**config.mk**
```make
export PLATFORM = sky130hd
export DESIGN_NAME = file_register
export DESIGN_NICKNAME = d
export VERILOG_FILES = /design/src/rtl/file_register.sv
export SDC_FILE = /design/constraint.sdc
export NUM_CORES = 1
export LEC_CHECK = 0
export CAP_MARGIN = 40
export CORE_AREA = 2 2 158 160
export CTS_BUF_LIST = sky130_fd_sc_hd__clkbuf_8
export DETAILED_ROUTE_END_ITERATION = 10
export DIE_AREA = 0 0 160 162
export DONT_BUFFER_PORTS = 1
export GPL_ROUTABILITY_DRIVEN = 0
export MAX_ROUTING_LAYER = met4
export PLACE_DENSITY = 0.68
export SYNTH_ARGS = -nofsm -noshare
export SYNTH_HDL_FRONTEND = slang
export SYNTH_SLANG_ARGS = --single-unit
```
**constraint.sdc**
```tcl
create_clock -name clk -period 5.85 [get_ports clk]
set_input_delay 1.17 -clock clk [delete_from_list [all_inputs] [get_ports clk]]
set_output_delay 1.17 -clock clk [all_outputs]
set_load 0.01 [all_outputs]
```
**src/rtl/file_register.sv**
```systemverilog
// Three-port register file: two asynchronous read ports, one synchronous write port,
// plus a dedicated view of r15 (the instruction register). r0 always reads as zero.
module file_register #(
  parameter int DATA_WIDTH = 16,
  parameter int ADDR_WIDTH = 4
) (
  input  logic [DATA_WIDTH-1:0] data_bus,
  output logic [DATA_WIDTH-1:0] bus_a,
  output logic [DATA_WIDTH-1:0] bus_b,
  output logic [DATA_WIDTH-1:0] bus_ir,
  input  logic [ADDR_WIDTH-1:0] addr_a,
  input  logic [ADDR_WIDTH-1:0] addr_b,
  input  logic [ADDR_WIDTH-1:0] addr_d,
  input  logic                  reset,
  input  logic                  rw,
  input  logic                  clk
);

  localparam int NREG = 2 ** ADDR_WIDTH;

  logic [DATA_WIDTH-1:0] regs [NREG];

  // Reset wins over a same-edge write; r0 is never loaded from the bus.
  always_ff @(posedge clk) begin
    if (reset) begin
      for (int i = 0; i < NREG; i++) begin
        regs[i] <= '0;
      end
    end else if (rw && (addr_d != '0)) begin
      regs[addr_d] <= data_bus;
    end
  end

  // Reads see stored state only, so a pending write appears after the edge.
  always_comb begin
    bus_a = '0;
    bus_b = '0;
    if (addr_a != '0) bus_a = regs[addr_a];
    if (addr_b != '0) bus_b = regs[addr_b];
  end

  assign bus_ir = regs[NREG-1];

endmodule

```
==> results by group <==
Route
  – Final ANT Viol Nets: 0
  – Drt pass-1 iters: 5
  – DRC viols: 0
  – DR vias: 8129
  – DRT iter0 DRCs: 974
  – Vias per cell: 6.45
  – Overall routed net length: 35900 um
  – Routed wire length per instance: 28.5 um

Global route
  – Top Usage Layer GRT: met2
  – Antenna violations before repair: 2
  – First-pass GRT wire length: 53400 um
  – Met2 Use GR: 46.8%
  – Grt ovf: 0
  – Largest net degree at the start of global routing: 81
  – Total track usage: 28.9%
  – M1 GR Usage: 36.1%
  – Vias in the first global route: 8278
  – Met3 global-route usage: 5.67%

Yosys
  – Top FF cell, synth: edfxtp_1
  – YS warnings: 0
  – Register area share after synthesis: 55.1%
  – Synth top area cells: edfxtp_1, mux4_2, and2_1, mux2i_1, a21oi_1
  – Post-synthesis register bit count: 241
  – Cells after Synth: 932
  – Synth async-reset ratio: 0%
  – Post-synth EDFFs: 241
  – Syn_area_per_cell: 14.1 um^2
  – Post-synthesis cell type count: 39
  – Top cell type's share of synthesized area: 55.1%
  – Synthesized area: 0.0131 mm^2
  – Dominant cell type by area after synthesis: edfxtp_1
  – Syn_nets: 963

Setup path
  – Worst setup EP type: output pin
  – Crit start category: input port
  – Critical Path Start: addr_b[3]
  – Worst EP required: 4680 ps
  – Critical-path maximum fanout: 39
  – Critical path class: in2out
  – Worst EP arrival: 2850 ps

Layout
  – Fin util: 57.9%
  – Multi-input logic area: 0.00544 mm^2
  – Largest regs: regs (241)
  – Fillers: 1916
  – Layout net count: 936
  – Layout cells sized above 1: 19.7%
  – Max FFs per register: 241
  – Top reg by flops: regs
  – P&R area growth vs syn: 6.25%
  – Final instance area: 0.0140 mm^2
  – Reg area: 0.00724 mm^2
  – Most frequent cells in the layout: and2_1, edfxtp_1, mux2i_1

Placement
  – Placed wire-length estimate: 22900 um
  – Port bufs: 0
  – Cell Area, Placed: 0.0132 mm^2

Power and ir drop
  – Pwr/cell area: 274 mW/mm^2
  – Sequential power share: 54.0%
  – Proportion of power drawn by combinational gates: 9.6%
  – Design Power: 3830 uW
  – Max VDD drop: 0.175 mV
  – Standby leakage power: 0.00500 uW
  – Int Pwr: 2900 uW
  – Clock network power share: 36.4%
  – Net Switching: 927 uW
  – Net Sw Frac: 24.2%

Job
  – Max-Cap Viols: 0

Clock network
  – CTS tree: built
  – Clk buf depth: 3
  – CTS Hold Bufs: 0
  – Clock-pin slew on the worst setup and hold paths: 60 ps
  – H-Tree Depth: 2
  – TritonCTS buffer count: 41
  – Root buffer selected by CTS: clkbuf_8
  – Clk sinks: 241
  – PostCTS Resize Cnt: 0
  – Postcts setup bufs: 0

Floorplan
  – Die H: 162 um
  – Die ar.: 0.0259 mm^2
  – FP Rows: 57
  – Starting Density: 54.5%
  – Core Box Area: 0.0241 mm^2
  – I/O Pins: 79
  – Chip width: 160 um

STA
  – Final setup viols: 0
  – Setup tns final: 0 ps
  – Crit share post-route: 68.7%
  – RSZ-0062 raised after global routing: false
  – Period minus WS final: 4020 ps
  – WHS: 751 ps
  – Final Slew Violations: 0
  – Fin. Hold Viols: 0
  – Fmax: 249 MHz
  – Worst-Margin Slew: 910 ps
  – Rel. slew slack: 39.3%

Status
  – Status: complete, no violations

Hold path
  – Worst Min Path Start: reset
  – Hold WC Path Type: in2reg
[cells in the mapped netlist (2+ instances only)]
master,instances
and2_1,241
edfxtp_1,241
mux2i_1,105
mux4_2,67
a21oi_1,47
clkbuf_1,38
buf_2,23
nor2_1,21
mux2_2,17
a221o_1,15
a22oi_1,15
or2_2,15
o22ai_1,14
buf_4,7
nor2_2,7
a2111oi_0,6
a2111oi_2,6
buf_6,6
clkbuf_2,6
nand2_1,4
nand2b_1,4
a2111oi_1,3
a211oi_1,3
nor3_2,3
buf_12,2
nand3b_2,2
nor2b_2,2
[power groups by stage]
stage          logic (uW)  registers, uW  clock network [uW]
2_1_floorplan         337           2070                   0
3_3_place_gp          364           2090                   0
3_5_place_dp          366           2100                   0
4_1_cts               368           2060                1410
5_1_grt               388           2080                1470
6_report              368           2070                1390
[critical path, stage by stage]
cell       delay [ps]
nand2b_1          600
o22ai_1           200
a2111oi_0         660
a21oi_1           200
[cell families after synthesis]
logic type | Yosys count | synth area share, %
simple gates | 305 | 14.3
flops | 241 | 55.1
mux | 189 | 21.0
compound gates | 112 | 6.09
buf+inv | 84 | 3.47
other cells | 1 | 0.0286
[through the flow]
step,instances,setup slack [ps]
6_report,1260,1830
2_1_floorplan,932,2350
3_3_place_gp,1182,1950
4_1_cts,1259,1890
5_1_grt,1260,1780
3_5_place_dp,1186,1890
[layer usage]
metal | routed length, um | up-vias | share of wire (%)
met2 | 17700 | 418 | 49
li1 | - | 3486 | -
met5 | 0 | - | 0
met1 | 13700 | 4125 | 38
met4 | 1500 | 0 | 4.2
met3 | 2920 | 100 | 8.1
[final timing paths]
| check | to | slack (ps) | depth (start not counted) |
|---|---|---|---|
| setup / recovery | bus_b[2] | 1830 | 4 |
| hold / removal | regs[0][14]$_SDFFCE_PN0P_ | 750 | 0 |
[final cells by class]
type / instances / share of cell area, %
multi-input cells: 607 / 39.0
well taps: 324 / 2.91
flip-flops and latches: 241 / 51.9
clock inverters: 30 / 1.07
inverters: 1 / 0.0269
repair buffers: 13 / 0.888
diodes: 1 / 0.0179
clock buffers: 43 / 4.24
Note: power is estimated with default switching activity, not from simulation.
